## src/rtl/sfifo_pkt.sv

```systemverilog
// Packet-aware single-clock FIFO: words become visible to the reader only once their
// packet's last word is committed; the writer can abort or lose a whole packet to overflow.
module sfifo_pkt #(
    parameter int BW     = 32,
    parameter int LGFLEN = 4,
    parameter int AFULL  = 12
) (
    input  logic              i_clk,
    input  logic              i_reset,
    input  logic              i_wr,
    input  logic [BW-1:0]     i_data,
    input  logic              i_last,
    input  logic              i_abort,
    output logic              o_full,
    output logic              o_afull,
    output logic [LGFLEN:0]   o_fill,
    output logic              o_overflow,
    input  logic              i_rd,
    output logic [BW-1:0]     o_data,
    output logic              o_last,
    output logic              o_empty,
    output logic [LGFLEN:0]   o_pkts
);

    localparam int              FLEN    = 1 << LGFLEN;
    localparam logic [LGFLEN:0] FLEN_W  = {1'b1, {LGFLEN{1'b0}}};
    localparam logic [LGFLEN:0] AFULL_W = (LGFLEN+1)'(AFULL);

    typedef enum logic {
        WR_ACCEPT,
        WR_DROP
    } wr_state_t;

    logic [BW:0]     mem [FLEN];
    logic [LGFLEN:0] wr_addr, commit_addr, rd_addr;
    logic [LGFLEN:0] wr_next, commit_next, rd_next, fill_next;
    wr_state_t       wr_state;
    logic            dropping;
    logic            w_wr, w_rd, w_commit;
    logic            drop_start, drop_end, rollback;

    assign dropping = (wr_state == WR_DROP);

    always_comb begin
        w_wr       = i_wr && !o_full && !dropping && !i_abort;
        w_rd       = i_rd && !o_empty;
        w_commit   = w_wr && i_last;
        // A write hitting a full FIFO poisons the whole packet; a last word ends the drop,
        // even when that overflowing word is itself the last one.
        drop_end   = i_wr && i_last && !i_abort && (dropping || o_full);
        drop_start = i_wr && !i_last && !i_abort && o_full && !dropping;
        rollback   = i_abort || drop_end;

        wr_next = wr_addr;
        if (rollback)
            wr_next = commit_addr;
        else if (w_wr)
            wr_next = wr_addr + 1'b1;

        commit_next = w_commit ? wr_addr + 1'b1 : commit_addr;
        rd_next     = w_rd ? rd_addr + 1'b1 : rd_addr;
        fill_next   = wr_next - rd_next;
    end

    always_ff @(posedge i_clk) begin
        if (w_wr)
            mem[wr_addr[LGFLEN-1:0]] <= {i_last, i_data};
    end

    assign {o_last, o_data} = mem[rd_addr[LGFLEN-1:0]];
    assign o_afull          = (o_fill >= AFULL_W);

    always_ff @(posedge i_clk) begin
        if (i_reset) begin
            wr_addr     <= '0;
            commit_addr <= '0;
            rd_addr     <= '0;
            wr_state    <= WR_ACCEPT;
            o_fill      <= '0;
            o_full      <= 1'b0;
            o_empty     <= 1'b1;
            o_pkts      <= '0;
            o_overflow  <= 1'b0;
        end else begin
            wr_addr     <= wr_next;
            commit_addr <= commit_next;
            rd_addr     <= rd_next;
            o_fill      <= fill_next;
            o_full      <= (fill_next == FLEN_W);
            o_empty     <= (rd_next == commit_next);
            o_overflow  <= drop_end;

            if (rollback)
                wr_state <= WR_ACCEPT;
            else if (drop_start)
                wr_state <= WR_DROP;

            // Committing one packet while finishing another leaves the count unchanged.
            case ({w_commit, w_rd && o_last})
                2'b10:   o_pkts <= o_pkts + 1'b1;
                2'b01:   o_pkts <= o_pkts - 1'b1;
                default: o_pkts <= o_pkts;
            endcase
        end
    end

    a_fill_bound: assert property (@(posedge i_clk) disable iff (i_reset)
        o_fill <= FLEN_W);
    a_pkts_empty: assert property (@(posedge i_clk) disable iff (i_reset)
        (o_pkts == '0) |-> o_empty);
    a_ptr_order: assert property (@(posedge i_clk) disable iff (i_reset)
        (commit_addr - rd_addr) <= (wr_addr - rd_addr));

endmodule

```

## config.mk

```make
export PLATFORM = sky130hd
export DESIGN_NAME = sfifo_pkt
export DESIGN_NICKNAME = d
export VERILOG_FILES = /design/src/rtl/sfifo_pkt.sv
export SDC_FILE = /design/constraint.sdc
export NUM_CORES = 1
export LEC_CHECK = 0
export ABC_AREA = 1
export CORE_ASPECT_RATIO = 1.2
export CORE_MARGIN = 2
export CORE_UTILIZATION = 30
export CTS_BUF_LIST = sky130_fd_sc_hd__clkbuf_4 sky130_fd_sc_hd__clkbuf_8
export DETAILED_ROUTE_END_ITERATION = 8
export PLACE_DENSITY = 0.56
export SLEW_MARGIN = 20
export SYNTH_ARGS = -nofsm -noshare
export SYNTH_HDL_FRONTEND = slang
export SYNTH_SLANG_ARGS = --single-unit
```

## constraint.sdc

```tcl
create_clock -name i_clk -period 8 [get_ports i_clk]
set_input_delay 2.4 -clock i_clk [delete_from_list [all_inputs] [get_ports i_clk]]
set_output_delay 2.4 -clock i_clk [all_outputs]
set_load 0.02 [all_outputs]
```

==> flow_metrics.env, run 1 <==
export IMPL_rsz0062_at_grt="false"
export IMPL_area_delta_synth_final_pct=15.12
export IMPL_maxCapViolCount=0
export IMPL_grt_pass1_vias=14170
export IMPL_syn_area_per_cell_um2=12.90
export IMPL_fmaxAchievable_mhz=155.1
export IMPL_vias_per_cell=5.025
export IMPL_status="finished clean"
export IMPL_p_sw_mw=1.482
export IMPL_synth_cell_types=32
export IMPL_die_area_um2=75880
export IMPL_cts_buffers=78
export IMPL_mostFrequentLayoutCells="edfxtp_1, nor2_1, o21ai_0"
export IMPL_place_area_um2=23930
export IMPL_worst_pin_slew_ns=1.139
export IMPL_fin_tns_setup_ns=0
export IMPL_hold_violations=0
export IMPL_cts_resized=0
export IMPL_gp_congestion=0.7769
export IMPL_clockRootBuffer="clkbuf_8"
export IMPL_tritoncts="yes"
export IMPL_hold_buffers=0
export IMPL_drt_iter0_drc=1084
export IMPL_clock_skew_ns=0.02068
export IMPL_place_hpwl_um=30010
export IMPL_seqPwrFrac=0.537
export IMPL_start_util=0.3013
export IMPL_synth_nets=1768
export IMPL_ir_drop_uv=120.2
export IMPL_synth_area_um2=22100
export IMPL_period_minus_slack_ns=6.449
export IMPL_fin_nets=1852
export IMPL_syn_inst=1714
export IMPL_path_clk_slew_ns=0.07
export IMPL_relSlewSlack=0.2399
export IMPL_pwr_share_clk=0.359
export IMPL_power_leakage_nw=8.222
export IMPL_post_route_period_util=0.8061
export IMPL_cp_max_fo=57
export IMPL_cp_slowest_stage_delay_ns=0.85
export IMPL_hold_path_class="reg -> reg"
export IMPL_first_pass_iters=5
export IMPL_p_int_mw=4.593
export IMPL_synth_top_area_cell="edfxtp_1"
export IMPL_endpoint_kind="output port"
export IMPL_clock_sinks=557
export IMPL_critPathLaunchType="flip-flop"
export IMPL_die_x_um=251.8
export IMPL_grt_max_degree=208
export IMPL_postRouteAntennaNets=0
export IMPL_grt_pass1_wl_um=85100
export IMPL_port_buffers=84
export IMPL_drive_gt1_frac=0.09385
export IMPL_p_sw_frac=0.2439
export IMPL_grt_overflow=0
export IMPL_dpl_worst_slack_ns=2.172
export IMPL_path_cells="clkinv_2, buf_4, o21ai_0, o221ai_1, o211ai_1, nand3_1, clkdlybuf4s50_1"
export IMPL_slew_violations=0
export IMPL_cts_buffer_depth=3
export IMPL_rows=109
export IMPL_crit_arrival_ns=4.05
export IMPL_hold_ws_ns=0.4848
export IMPL_worstSetupPathType="reg -> out"
export IMPL_antenna_found_initial=3
export IMPL_io_pin_count=85
export IMPL_avgRoutedWirePerCell_um=20.20
export IMPL_synth_seq_cells=557
export IMPL_cp_slowest_cell="clkinv_2"
export IMPL_post_cts_setup_buffers=0
export IMPL_synthTopCellsByArea="edfxtp_1, o21ai_0, nor2_1"
export IMPL_fin_ws_ns=1.551
export IMPL_drcViolationCount=0
export IMPL_layout_commonest_cell="edfxtp_1"
export IMPL_synth_top_cell_area_share=0.7173
export IMPL_ys_seq_area_frac=0.7436
export IMPL_setup_violations=0
export IMPL_finalWirelength_um=56540
export IMPL_yosysWarnings=0
export IMPL_htreeDepth=3
export IMPL_crit_required_ns=5.60
export IMPL_p_per_area_nw_per_um2=238.7
export IMPL_fp_coreArea_um2=73370
export IMPL_finalInstanceArea_um2=25450
export IMPL_track_usage=0.1476
export IMPL_combPwrFrac=0.105
export IMPL_vias=14060
export IMPL_clk_latency_ns=0.64
export IMPL_die_h_um=301.3
power by group through the flow:
stage          sequential, mW  clock, mW  combinational (mW)
2_1_floorplan            3.31          0               0.389
3_3_place_gp             3.32          0               0.635
3_5_place_dp             3.32          0               0.644
4_1_cts                  3.26       2.23               0.646
5_1_grt                  3.26       2.35               0.705
6_report                 3.26       2.18               0.637
worst max-delay path: cells and delay by family, from the launching register on:
kind	cells	cell delay [ns]
buf+inv	3	2.00
flops	1	0.71
compound gates	3	0.50
simple gates	1	0.12
sequential cells by signal (all words and copies together) (netlist names):
name,flops
rd_addr,5
o_overflow,1
o_pkts,5
o_fill,5
mem,528
o_full,1
commit_addr,5
dropping,1
wr_addr,5
o_empty,1
layout make-up:
| type | instances | area [um^2] |
|---|---|---|
| fill | 7039 | 47930 |
| sequential | 557 | 16440 |
| multi-input combinational | 1002 | 5065 |
| clock buffer | 106 | 1296 |
| tap | 943 | 1180 |
| timing repair buffer | 110 | 1049 |
| clock inverter | 30 | 216.5 |
| inverter | 49 | 190.2 |
| antenna | 2 | 5.005 |
synth_stat cells (all sizes together):
cell type,n
a21o,1
a21oi,14
and2,1
buf,46
clkbuf,60
clkinv,2
dfxtp,29
edfxtp,528
fa,2
ha,14
inv,47
nand2,150
nand3,65
nand3b,2
nand4,3
nor2,312
nor3,4
nor4,1
o211ai,16
o21ai,279
o221ai,50
o22ai,81
xnor2,5
xor2,2
per-stage QoR:
stage | utilization | instances | power, mW
2_1_floorplan | - | 1714 | 3.702
3_3_place_gp | 0.3261 | 2661 | 3.955
3_5_place_dp | 0.3261 | 2661 | 3.965
4_1_cts | 0.3467 | 2797 | 6.138
5_1_grt | 0.3468 | 2799 | 6.314
6_report | 0.3468 | 2799 | 6.075
worst paths after layout:
check                                 from        end  slack (ns)  depth (start not counted)
worst min-delay path             o_pkts[4]  o_pkts[4]        0.48                          2
worst max register to register  rd_addr[1]  o_pkts[4]        3.85                         17
worst min register to register   o_pkts[4]  o_pkts[4]        0.48                          2
worst max-delay path            rd_addr[1]  o_data[9]        1.55                          7
metal layers:
| metal | GRT usage | routed length (um) |
|---|---|---|
| met1 | 0.1792 | 23500 |
| met5 | 0 | 0 |
| met2 | 0.2626 | 28670 |
| met3 | 0.02235 | 2744 |
| met4 | 0.05917 | 1628 |
kinds of logic after synthesis:
group / Yosys count / share of synthesized area
adder cells (fa/ha/maj): 16 / 0.009736
XOR/XNOR: 7 / 0.002774
buffers and inverters: 155 / 0.03238
flip-flops: 557 / 0.7436
AO/OA/AOI/OAI: 441 / 0.1150
AND/OR/NAND/NOR: 538 / 0.09651
No activity file was read; power rests on OpenSTA's default activity.
==> run 2, diff against run 1 <==
PLACE_DENSITY = 0.58   (was 0.56)
clock period = 5.8 ns   (was 8 ns; I/O delays follow)
==> flow_metrics.env, run 2 (synthesis results as in run 1) <==
export IMPL_vias=14100
export IMPL_crit_arrival_ns=3.37
export IMPL_vias_per_cell=5.015
export IMPL_critPathLaunchType="flip-flop"
export IMPL_clock_skew_ns=0.02338
export IMPL_rows=109
export IMPL_die_h_um=301.3
export IMPL_hold_buffers=0
export IMPL_cts_resized=0
export IMPL_antenna_found_initial=6
export IMPL_cp_slowest_cell="clkdlybuf4s50_1"
export IMPL_r2r_cells=18
export IMPL_dp_cells=2669
export IMPL_hold_path_class="reg -> reg"
export IMPL_combPwrFrac=0.111
export IMPL_layout_commonest_cell="edfxtp_1"
export IMPL_period_minus_slack_ns=5.114
export IMPL_hold_violations=0
export IMPL_postRouteAntennaNets=0
export IMPL_drive_gt1_frac=0.09549
export IMPL_r2r_start="rd_addr[0]"
export IMPL_track_usage=0.1473
export IMPL_port_buffers=84
export IMPL_start_util=0.3013
export IMPL_post_cts_setup_buffers=0
export IMPL_place_area_um2=24030
export IMPL_worstSetupPathType="reg -> out"
export IMPL_cp_num_buf_inv=3
export IMPL_final_cell_count_no_fill=2811
export IMPL_path_clk_slew_ns=0.06
export IMPL_cts_buffer_depth=3
export IMPL_grt_overflow=0
export IMPL_fin_nets=1860
export IMPL_fin_ws_ns=0.6861
export IMPL_grt_max_degree=268
export IMPL_die_x_um=251.8
export IMPL_cp_max_fo=165
export IMPL_grt_pass1_vias=14080
export IMPL_fp_coreArea_um2=73370
export IMPL_htreeDepth=3
export IMPL_largest_reg_flops=528
export IMPL_timing_rr_end="o_pkts[4]"
export IMPL_place_hpwl_um=29660
export IMPL_relSlewSlack=0.3295
export IMPL_holdPathStages=2
export IMPL_fin_tns_setup_ns=0
export IMPL_worst_pin_slew_ns=1.003
export IMPL_io_pin_count=85
export IMPL_post_route_period_util=0.8817
export IMPL_final_core_util=0.3477
export IMPL_grt_pass1_wl_um=84980
export IMPL_drt_iter0_drc=1152
export IMPL_die_area_um2=75880
export IMPL_cp_top_family="buffers and inverters"
export IMPL_maxCapViolCount=0
export IMPL_holdPathEnd="o_pkts[4]"
export IMPL_p_sw_frac=0.2481
export IMPL_clk_latency_ns=0.65
export IMPL_ir_drop_uv=167.2
export IMPL_min_from="o_pkts[4]"
export IMPL_crit_required_ns=4.06
export IMPL_clock_sinks=557
export IMPL_cts_buffers=77
export IMPL_seqPwrFrac=0.541
export IMPL_cp_slowest_stage_delay_ns=0.62
export IMPL_finalInstanceArea_um2=25510
export IMPL_dpl_worst_slack_ns=1.027
export IMPL_area_delta_synth_final_pct=15.41
export IMPL_slew_violations=0
export IMPL_clockRootBuffer="clkbuf_8"
export IMPL_endpoint_kind="output port"
export IMPL_reg2reg_setup_slack_ns=2.09
export IMPL_gp_congestion=0.7929
export IMPL_tritoncts="yes"
export IMPL_mostFrequentLayoutCells="edfxtp_1, nor2_1, o21ai_0"
export IMPL_setup_violations=0
export IMPL_power_leakage_nw=8.263
export IMPL_p_per_area_nw_per_um2=324.3
export IMPL_fillerInstances=7049
export IMPL_fmaxAchievable_mhz=195.5
export IMPL_avgRoutedWirePerCell_um=20.06
export IMPL_pwr_share_clk=0.349
export IMPL_path_cells="buf_12, buf_16, o21ai_0, o221ai_1, o211ai_1, nand3_1, clkdlybuf4s50_1"
export IMPL_p_int_mw=6.220
export IMPL_p_sw_mw=2.052
export IMPL_first_pass_iters=5
export IMPL_status="finished clean"
export IMPL_rsz0062_at_grt="false"
export IMPL_drcViolationCount=0
export IMPL_finalWirelength_um=56390
==> run 2: per-stage QoR <==
| step | hold WS, ns | power, mW |
|---|---|---|
| 6_report | 0.4960 | 8.271 |
| 5_1_grt | 0.5268 | 8.598 |
| 4_1_cts | 0.4992 | 8.345 |
| 3_5_place_dp | 0.4897 | 5.477 |
| 3_3_place_gp | 0.4750 | 5.459 |
| 2_1_floorplan | 0.4640 | 5.106 |
==> run 2: worst reg2reg max path: stages, from the launching register on <==
cell	delay [ns]
dfxtp_4	0.38
buf_12	0.35
buf_16	0.48
o21ai_0	0.35
o22ai_1	0.23
nand2_1	0.07
nand2_1	0.11
inv_1	0.06
a21oi_1	0.23
ha_1	0.32
inv_1	0.09
fa_1	0.41
inv_1	0.07
nand2_1	0.05
nand2_1	0.05
a21oi_1	0.07
xor2_1	0.14
nand2_1	0.06
a21oi_1	0.06
==> run 2: cell type report <==
type | count | area (um^2) | share of cell area
sequential | 557 | 16440 | 0.6446
multi-input combinational | 1002 | 5065 | 0.1985
clock buffer | 100 | 1251 | 0.04905
tap | 943 | 1180 | 0.04625
timing repair buffer | 119 | 1174 | 0.04601
clock inverter | 37 | 195.2 | 0.007652
inverter | 49 | 190.2 | 0.007455
antenna | 4 | 10.01 | 0.0003924
==> run 2: how the worst max path moves through the flow <==
stage | endpoint | depth (start not counted) | from | slack (ns)
after floorplan | mem[11][0] | 4 | i_wr | 1.02
after global routing | o_data[11] | 7 | rd_addr[0] | 0.46
after global placement | o_full | 17 | i_last | 1.10
after CTS | o_data[11] | 6 | rd_addr[0] | 0.64
final | o_data[16] | 7 | rd_addr[0] | 0.69
after detailed placement | o_full | 16 | i_last | 1.03
==> run 2: power by group through the flow <==
stage                     Combinational [mW]  Clock (mW)  Sequential (mW)
after global placement                 0.902           0             4.56
final                                  0.915        2.88             4.47
after CTS                              0.922        2.95             4.47
after global routing                    1.01        3.11             4.47
after floorplan                        0.536           0             4.57
after detailed placement               0.919           0             4.56
==> run 2: routing by layer <==
layer	track usage	routed length [um]
met5	0	0
met1	0.1723	22510
met4	0.06269	1837
met2	0.2702	29800
met3	0.01951	2245
==> run 3, diff against run 2 <==
SETUP_SLACK_MARGIN = 0.15   (was unset)
==> results of run 3 <==
No change in the layout: final DEF, timing and power equal those of run 2.
